`config.mk`:
```
export PLATFORM = sky130hd
export DESIGN_NAME = temp_setpoint
export DESIGN_NICKNAME = d
export VERILOG_FILES = /design/src/rtl/temp_setpoint.sv
export SDC_FILE = /design/constraint.sdc
export NUM_CORES = 1
export LEC_CHECK = 0
export CORE_ASPECT_RATIO = 0.5
export CORE_UTILIZATION = 50
export DETAILED_ROUTE_END_ITERATION = 10
export GPL_ROUTABILITY_DRIVEN = 0
export HOLD_SLACK_MARGIN = 0.15
export PLACE_DENSITY_LB_ADDON = 0.15
export SETUP_SLACK_MARGIN = 0.3
export SLEW_MARGIN = 5
export SYNTH_ARGS = -nofsm -noshare
export SYNTH_HDL_FRONTEND = slang
export SYNTH_SLANG_ARGS = --single-unit
```
`constraint.sdc`:
```
create_clock -name clk -period 3 [get_ports clk]
set_input_delay 0.45 -clock clk [delete_from_list [all_inputs] [get_ports clk]]
set_output_delay 0.45 -clock clk [all_outputs]
set_load 0.03 [all_outputs]
```
`src/rtl/temp_setpoint.sv`:
```
// Oven setpoint entry: two debounced pushbuttons raise/lower a clamped temperature setpoint.
// Define TEMP_SETPOINT_AUTO_REPEAT_EN to add hold-to-repeat; otherwise one step per press.
module temp_setpoint #(
  parameter int unsigned CLK_HZ          = 50000000,
  parameter int unsigned DEBOUNCE_MS     = 20,
  parameter int unsigned REPEAT_DELAY_MS = 500,
  parameter int unsigned REPEAT_RATE_MS  = 100,
  parameter int unsigned T_MIN           = 200,
  parameter int unsigned T_MAX           = 550,
  parameter int unsigned T_DEFAULT       = 350,
  parameter int unsigned STEP            = 5
) (
  input  logic       clk,
  input  logic       rst_n,
  input  logic       btn_up_n,
  input  logic       btn_dn_n,
  input  logic       lock,
  output logic [9:0] target_temp,
  output logic       changed,
  output logic       at_limit
);

  // 64-bit product so large clock rates with long intervals cannot overflow.
  function automatic int unsigned ms_to_cyc(input int unsigned ms);
    longint unsigned c;
    c = (64'(ms) * 64'(CLK_HZ)) / 64'd1000;
    return (c == 64'd0) ? 32'd1 : 32'(c);
  endfunction

  localparam int unsigned DbCyc = ms_to_cyc(DEBOUNCE_MS);
  localparam int unsigned DbW   = $clog2(DbCyc + 1);

  if (T_MAX > 1023 || T_MIN > T_DEFAULT || T_DEFAULT > T_MAX || STEP == 0 ||
      REPEAT_DELAY_MS == 0 || REPEAT_RATE_MS == 0) begin : g_bad_cfg
    $error("temp_setpoint: invalid parameter set");
  end

`ifdef TEMP_SETPOINT_AUTO_REPEAT_EN
  localparam int unsigned RptDly = ms_to_cyc(REPEAT_DELAY_MS);
  localparam int unsigned RptRat = ms_to_cyc(REPEAT_RATE_MS);
  localparam int unsigned RptMax = (RptDly > RptRat) ? RptDly : RptRat;
  localparam int unsigned RptW   = $clog2(RptMax + 1);
  typedef enum logic [1:0] {StIdle, StDelay, StRepeat} btn_state_e;
`else
  typedef enum logic {StIdle, StHeld} btn_state_e;
`endif

  // Index 0 = up, 1 = down.
  logic [1:0] btn_raw;
  logic [1:0] db_lvl;
  logic [1:0] step_ev;
  logic       both_q;
  logic       suppress;

  assign btn_raw = {btn_dn_n, btn_up_n};

  // Chord lockout persists until both buttons are released again.
  always_ff @(posedge clk or negedge rst_n) begin
    if (!rst_n) begin
      both_q <= 1'b0;
    end else if (db_lvl == 2'b00) begin
      both_q <= 1'b1;
    end else if (db_lvl == 2'b11) begin
      both_q <= 1'b0;
    end
  end

  assign suppress = lock | both_q | (db_lvl == 2'b00);

  for (genvar b = 0; b < 2; b++) begin : g_btn
    logic [1:0]     sync_q;
    logic           db_q;
    logic           db_prev_q;
    logic [DbW-1:0] db_cnt_q;
    logic           press;
    logic           step;
    btn_state_e     state_q, state_d;

    always_ff @(posedge clk or negedge rst_n) begin
      if (!rst_n) begin
        sync_q    <= 2'b11;
        db_q      <= 1'b1;
        db_prev_q <= 1'b1;
        db_cnt_q  <= '0;
      end else begin
        sync_q    <= {sync_q[0], btn_raw[b]};
        db_prev_q <= db_q;
        if (sync_q[1] != db_q) begin
          if (db_cnt_q == DbW'(DbCyc - 1)) begin
            db_q     <= sync_q[1];
            db_cnt_q <= '0;
          end else begin
            db_cnt_q <= db_cnt_q + 1'b1;
          end
        end else begin
          db_cnt_q <= '0;
        end
      end
    end

    assign press = db_prev_q & ~db_q;

`ifdef TEMP_SETPOINT_AUTO_REPEAT_EN
    logic [RptW-1:0] rpt_cnt_q, rpt_cnt_d;

    always_ff @(posedge clk or negedge rst_n) begin
      if (!rst_n) begin
        state_q   <= StIdle;
        rpt_cnt_q <= '0;
      end else begin
        state_q   <= state_d;
        rpt_cnt_q <= rpt_cnt_d;
      end
    end

    always_comb begin
      state_d   = state_q;
      rpt_cnt_d = rpt_cnt_q;
      step      = 1'b0;
      if (suppress || db_q) begin
        state_d   = StIdle;
        rpt_cnt_d = '0;
      end else begin
        case (state_q)
          StIdle: begin
            if (press) begin
              step      = 1'b1;
              state_d   = StDelay;
              rpt_cnt_d = '0;
            end
          end
          StDelay: begin
            if (rpt_cnt_q == RptW'(RptDly - 1)) begin
              step      = 1'b1;
              state_d   = StRepeat;
              rpt_cnt_d = '0;
            end else begin
              rpt_cnt_d = rpt_cnt_q + 1'b1;
            end
          end
          StRepeat: begin
            if (rpt_cnt_q == RptW'(RptRat - 1)) begin
              step      = 1'b1;
              rpt_cnt_d = '0;
            end else begin
              rpt_cnt_d = rpt_cnt_q + 1'b1;
            end
          end
          default: begin
            state_d   = StIdle;
            rpt_cnt_d = '0;
          end
        endcase
      end
    end
`else
    always_ff @(posedge clk or negedge rst_n) begin
      if (!rst_n) begin
        state_q <= StIdle;
      end else begin
        state_q <= state_d;
      end
    end

    always_comb begin
      state_d = state_q;
      step    = 1'b0;
      if (suppress || db_q) begin
        state_d = StIdle;
      end else if (state_q == StIdle && press) begin
        step    = 1'b1;
        state_d = StHeld;
      end
    end
`endif

    assign db_lvl[b]  = db_q;
    assign step_ev[b] = step;
  end

  logic [9:0]  temp_q, temp_d;
  logic        changed_q;
  logic [10:0] up_sum;

  assign up_sum = {1'b0, temp_q} + 11'(STEP);

  always_comb begin
    temp_d = temp_q;
    if (step_ev == 2'b01) begin
      temp_d = (up_sum > 11'(T_MAX)) ? 10'(T_MAX) : up_sum[9:0];
    end else if (step_ev == 2'b10) begin
      temp_d = ({1'b0, temp_q} < (11'(T_MIN) + 11'(STEP))) ? 10'(T_MIN) : temp_q - 10'(STEP);
    end
  end

  always_ff @(posedge clk or negedge rst_n) begin
    if (!rst_n) begin
      temp_q    <= 10'(T_DEFAULT);
      changed_q <= 1'b0;
    end else begin
      temp_q    <= temp_d;
      changed_q <= (temp_d != temp_q);
    end
  end

  assign target_temp = temp_q;
  assign changed     = changed_q;
  assign at_limit    = (temp_q == 10'(T_MIN)) || (temp_q == 10'(T_MAX));

endmodule

```
Word-level counts from Yosys, hierarchy flattened
Index checks and enable logic that the tools add are counted.
Widths: inputs -> output; s select.
{ "op_classes": {"add_sub_neg": 4, "magnitude_cmp": 2, "n_eq_ne": 10, "muxes": 18, "bitwise": 8, "n_reduce_logical": 11} }
{ "op_table": {"columns": ["operator", "count"], "rows": [
  ["$mux 20", 4],
  ["$add 20x1->20 const B", 2],
  ["$eq 20x20->1 const B", 2],
  ["$mux 10", 4],
  ["$add 10x3->11 const B", 1],
  ["$gt 11x10->1 const B", 1],
  ["$eq 10x10->1 const B", 1],
  ["$eq 10x8->1 const B", 1],
  ["$lt 10x8->1 const B", 1],
  ["$mux 1", 10],
  ["$ne 10x10->1", 1],
  ["$sub 10x3->10 const B", 1],
  ["$reduce_bool 2->1", 3],
  ["$eq 2x2->1 const B", 2],
  ["$not 1->1", 4],
  ["$reduce_and 2->1", 2],
  ["$logic_or 1x1->1", 3],
  ["$and 1x1->1", 2],
  ["$eq 2x1->1 const B", 1],
  ["$logic_and 1x1->1", 2],
  ["$logic_not 2->1", 1],
  ["$ne 1x1->1", 2],
  ["$or 1x1->1", 2]
]} }
{ "word_totals": {"ff_bits": 62, "in_bits": 5, "output_inout_bits": 12} }

Logic depth before layout (Yosys ltp)
{ "logic_depth": {"depth_word": 9, "mapped_depth": 11, "ltp_nobuf": 10} }

Least setup slack after synthesis
No wires, ideal clock.
{ "synth_timing": {"path_type": "register to register", "startpoint": "reg temp_q[0], in the netlist target_temp[0]", "endpoint": "reg changed_q, in the netlist changed", "setup_time_ns": 0.138, "arrival_ns": 2.810, "path_slack_ns": 0.051, "path_stages_with_launch": 12, "synth_period_minus_slack_ns": 2.949, "cell_sequence": "dfrtp_1 > buf_2 > inv_1 > ha_1 > nand4b_1 > a211oi_1 > o2bb2ai_1 > o21ai_0 > nor3_1 > and4bb_1 > o2111ai_1 > or4_1"} }
{ "synth_via": {"elab_chain_cells": 5, "word_cells_on_any_way": 9, "cone_classes": "add/sub (2); order compare (2); eq/ne (1); mux (4)"} }
{ "synth_lines": {"columns": ["item", "line_no", "rtl"], "rows": [
  ["start, declared", "181", "logic [9:0] temp_q, temp_d;"],
  ["start signal, assigned", "198", "temp_q <= 10'(T_DEFAULT);"],
  ["start signal, assigned", "201", "temp_q <= temp_d;"],
  ["$add 10x3->11 (tied with other cells)", "185", "assign up_sum = {1'b0, temp_q} + 11'(STEP);"],
  ["$gt 11x10->1 / $mux 10 (equally long branches)", "190, 192", null],
  ["$mux 10, on equally long branches", "190, 191", null],
  ["$mux 10", "189", "if (step_ev == 2'b01) begin"],
  ["$ne 10x10->1 *", "202", "changed_q <= (temp_d != temp_q);"],
  ["end signal, assigned", "202", null],
  ["end, declared", "182", "logic changed_q;"]
]} }
Every way passes the cells marked *; elsewhere a longest branch is shown, timed or not.
A chain may end at the register's enable or synchronous reset.

Worst setup path after layout
{ "layout_timing": {"startpoint": "reg temp_q[1], in the netlist target_temp[1]", "endpoint": "reg changed_q, in the netlist changed"} }
{ "layout_via": {"elab_chain_cells": 5, "word_cells_on_any_way": 9, "cone_classes": "add/sub (2); order compare (2); eq/ne (1); mux (4)"} }
{ "layout_lines": {"columns": ["item", "line_no"], "rows": [
  ["$add 10x3->11 (tied with other cells)", "185"],
  ["$gt 11x10->1 / $mux 10 (equally long branches)", "190, 192"],
  ["$mux 10, on equally long branches", "190, 191"],
  ["$mux 10 *", "189"],
  ["net temp_d[7]", "181"],
  ["$ne 10x10->1 *", "202"]
]} }
Mark *: on every way through the listed nets, which the timed path passes. The rest lies on a longest branch.

==> metrics.md <==
| Metric | Value |
|---|---|
| Drt pass-1 iters | 5 |
| Nets@finish | 456 |
| R2r endpoint | changed |
| Worst Setup End Kind | flip-flop |
| Fmax achieved | 350 MHz |
| Die height | 61.9 um |
| Avg Vias per Cell | 5.76 |
| Post-Layout Inst Area | 0.00458 mm2 |
| CP cell instances | clkinvlp_4 > ha_4 > nand2b_4 > o221ai_4 > nor2_1 > nor2_2 > a21oi_2 > xnor2_1 > nand2_1 > or4_1 |
| Final ANT Viol Nets | 0 |
| Total power | 2.25 mW |
| Met1 Track Usage GR | 31.6% |
| FF/Latch Area | 0.00157 mm2 |
| Worst-Margin Slew | 0.802 ns |
| Mapped Cells | 391 |
| Register-to-register setup slack | 0.14 ns |
| Yosys warning total | 0 |
| Synthesized net count | 404 |
| Critical Path Fanout Max | 6 |
| CTS tree | done |
| Non-filler instance count after layout | 540 |
| CTS Sinks | 62 |
| Final setup TNS | 0 ns |
| Row count | 21 |
| Final worst setup slack | 0.145 ns |
| Die X-Extent | 122 um |
| RSZ-0062 raised after global routing | true |
| Number of synthesized flops with an enable pin | 0 |
| Setup Viol. Count Final | 0 |
| Reg-to-Reg Start | target_temp[1] |
| GRT Residual Overflow | 0 |
| DP Wirelength | 5.88 mm |
| Most frequent cells after synthesis | nor2_1, dfrtp_1, nand2_1 |
| Post-place setup slack | -0.0176 ns |
| Leakage | 1.87 nW |
| Total of max-cap violations | 0 |
| Vias in the first global route | 2,885 |
| I/O pins | 17 |
| Most common cell in the synthesized netlist | nor2_1 |
| Synth top area cells | dfrtp_1, dfstp_2, xor2_1, nor2_1, xnor2_1 |
| Root buffer cell | clkbuf_16 |
| Post-Syn Area per Cell | 9.18 um2 |
| Final wirelength | 8.64 mm |
| Placed cells | 517 |
| Busiest layer in global routing | met2 |
| WL/cell | 16.0 um |
| Yosys cell types | 60 |
| Final slew viol count | 0 |
| Initial Utilization | 52.7% |
| TritonCTS buffer count | 9 |
| CP Class | flip-flop to flip-flop |
| Final hold viol count | 0 |
| Pin count of the biggest net entering global routing | 37 |
| Die area | 0.00754 mm2 |
| Tmin final | 2.86 ns |
| Top_reg_cell synth | dfrtp_1 |
| Slowest-stage cell, CP | dfstp_4 |
| Met3 Usage GRT | 6.02% |
| Status | finished, final reports clean |
| Area of the multi-input gates | 0.00205 mm2 |
| First-pass GRT wire length | 14.0 mm |
| Cell Pwr Density | 491 mW/mm2 |
| Worst vdd ir | 0.000306 V |
| Data required, critical path | 3.19 ns |
| Core box area | 0.00681 mm2 |
| HP Class | primary input to asynchronous set/reset pin |
| Met2 Use GR | 40.1% |
| Register area share after synthesis | 43.7% |
| Share of cells above drive strength 1 | 23.7% |
| CTS H-Tree Depth | 3 |
| Placed cell areas | 0.00408 mm2 |
| Longest Clk Path Bufs | 2 |
| Area delta synth->final | 27.6% |
| I/O Buffers | 16 |
| Ant. Diodes | 0 |
| Fill cells | 520 |
| Async SR Flop Fraction | 100% |
| Post-Synthesis Cell Area | 0.00359 mm2 |
| Worst R2R Path Depth | 10 |
| Worst-Skew Late Latency | 0.33 ns |
| Clk slew on worst S/H paths | 0.06 ns |
| #FFs+latches synth | 62 |
| GRT Util Overall | 24.6% |
| Iter 0 DRT Violations | 225 |
| Vias | 3,110 |
| Worst setup SP type | flip-flop |
| Residual DRC | 0 |
| Initial antenna violation count | 0 |
| Period utilization | 95.2% |
| Area leader, netlist | dfrtp_1 |
| Critical path's largest stage delay | 0.68 ns |
| Rel. slew slack | 46.5% |
| Yosys top cell area share | 33.5% |
| CP arrival | 3.05 ns |
| Skew final | 0.00974 ns |
power by group:
group | switching (mW) | total [mW] | internal (mW)
combinational | 0.104 | 0.177 | 0.0732
clock | 0.379 | 1.19 | 0.815
sequential | 0.0204 | 0.879 | 0.859
registers in the layout (all words and copies together) (netlist names):
register and count:
both_q 1, changed 1, g_btn.db_cnt_q 40, g_btn.sync_q 4, g_btn.db_prev_q 2, g_btn.state_q 2
g_btn.db_q 2, target_temp 10
cell type report:
| class | count | share of cell area [%] |
|---|---|---|
| clock buffer | 9 | 4.92 |
| clock inverter | 7 | 2.65 |
| timing repair buffer | 57 | 10.1 |
| sequential | 62 | 34.4 |
| tap | 92 | 2.51 |
| multi-input combinational | 304 | 44.7 |
| inverter | 9 | 0.819 |
stage by stage:
step / hold slack, ns / utilization [%]
2_1_floorplan: 0.154 / -
3_3_place_gp: 0.347 / 59.9
3_5_place_dp: 0.349 / 59.9
4_1_cts: 0.238 / 67.3
5_1_grt: 0.281 / 67.3
6_report: 0.213 / 67.3
layout by cell type, fill, tap and decap left out, types with 9 or more instances in the layout:
cell type | synthesis | layout
dfrtp_1 | 48 | 47
xnor2_1 | 18 | 18
nand2_1 | 29 | 29
o21ai_0 | 13 | 11
nor2_1 | 57 | 56
dfstp_2 | 14 | 13
clkdlybuf4s50_1 | 0 | 14
clkbuf_16 | 0 | 9
nor3_1 | 14 | 14
and3_1 | 14 | 14
xor2_1 | 25 | 25
a21oi_1 | 13 | 11
nand3_1 | 27 | 27
buf_4 | 1 | 41
metal layers:
layer | up-vias | routed length, um
met1 | 1517 | 3980
met5 | - | 0
met3 | 17 | 416
met2 | 81 | 4110
li1 | 1495 | -
met4 | 0 | 131
worst max-delay path by stage:
stage                        start  endpoint  slack [ns]  cells past startpoint
floorplan            g_btn[1].db_q   changed        0.16                     10
global placement              lock   changed        0.03                      9
detailed placement            lock   changed       -0.02                      9
CTS                 target_temp[1]   changed        0.17                     10
global route        target_temp[1]   changed       0.008                     10
finish              target_temp[1]   changed        0.14                     10
kinds of logic after synthesis:
family          synth area share [%]
compound gates                  12.0
xor+xnor                        11.3
fa+ha+maj                       2.79
buf+inv                         3.00
flops                           43.7
mux                            0.907
simple gates                    26.3
critical path: cells and delay by family, from the launching register on:
kind | cells | cell delay [ns]
flops | 1 | 0.68
fa+ha+maj | 1 | 0.20
simple gates | 5 | 1.06
xor+xnor | 1 | 0.21
compound gates | 2 | 0.41
buf+inv | 1 | 0.17
what timing repair did:
| item | CTS | global route |
|---|---|---|
| setup endpoints to repair | 2 | 1 |
| hold buffers | 0 | 0 |
| resized for setup | 20 | 1 |
| pin swaps | 13 | 2 |
| buffers inserted | 7 | 0 |
Note: power is estimated with default switching activity, not from simulation.
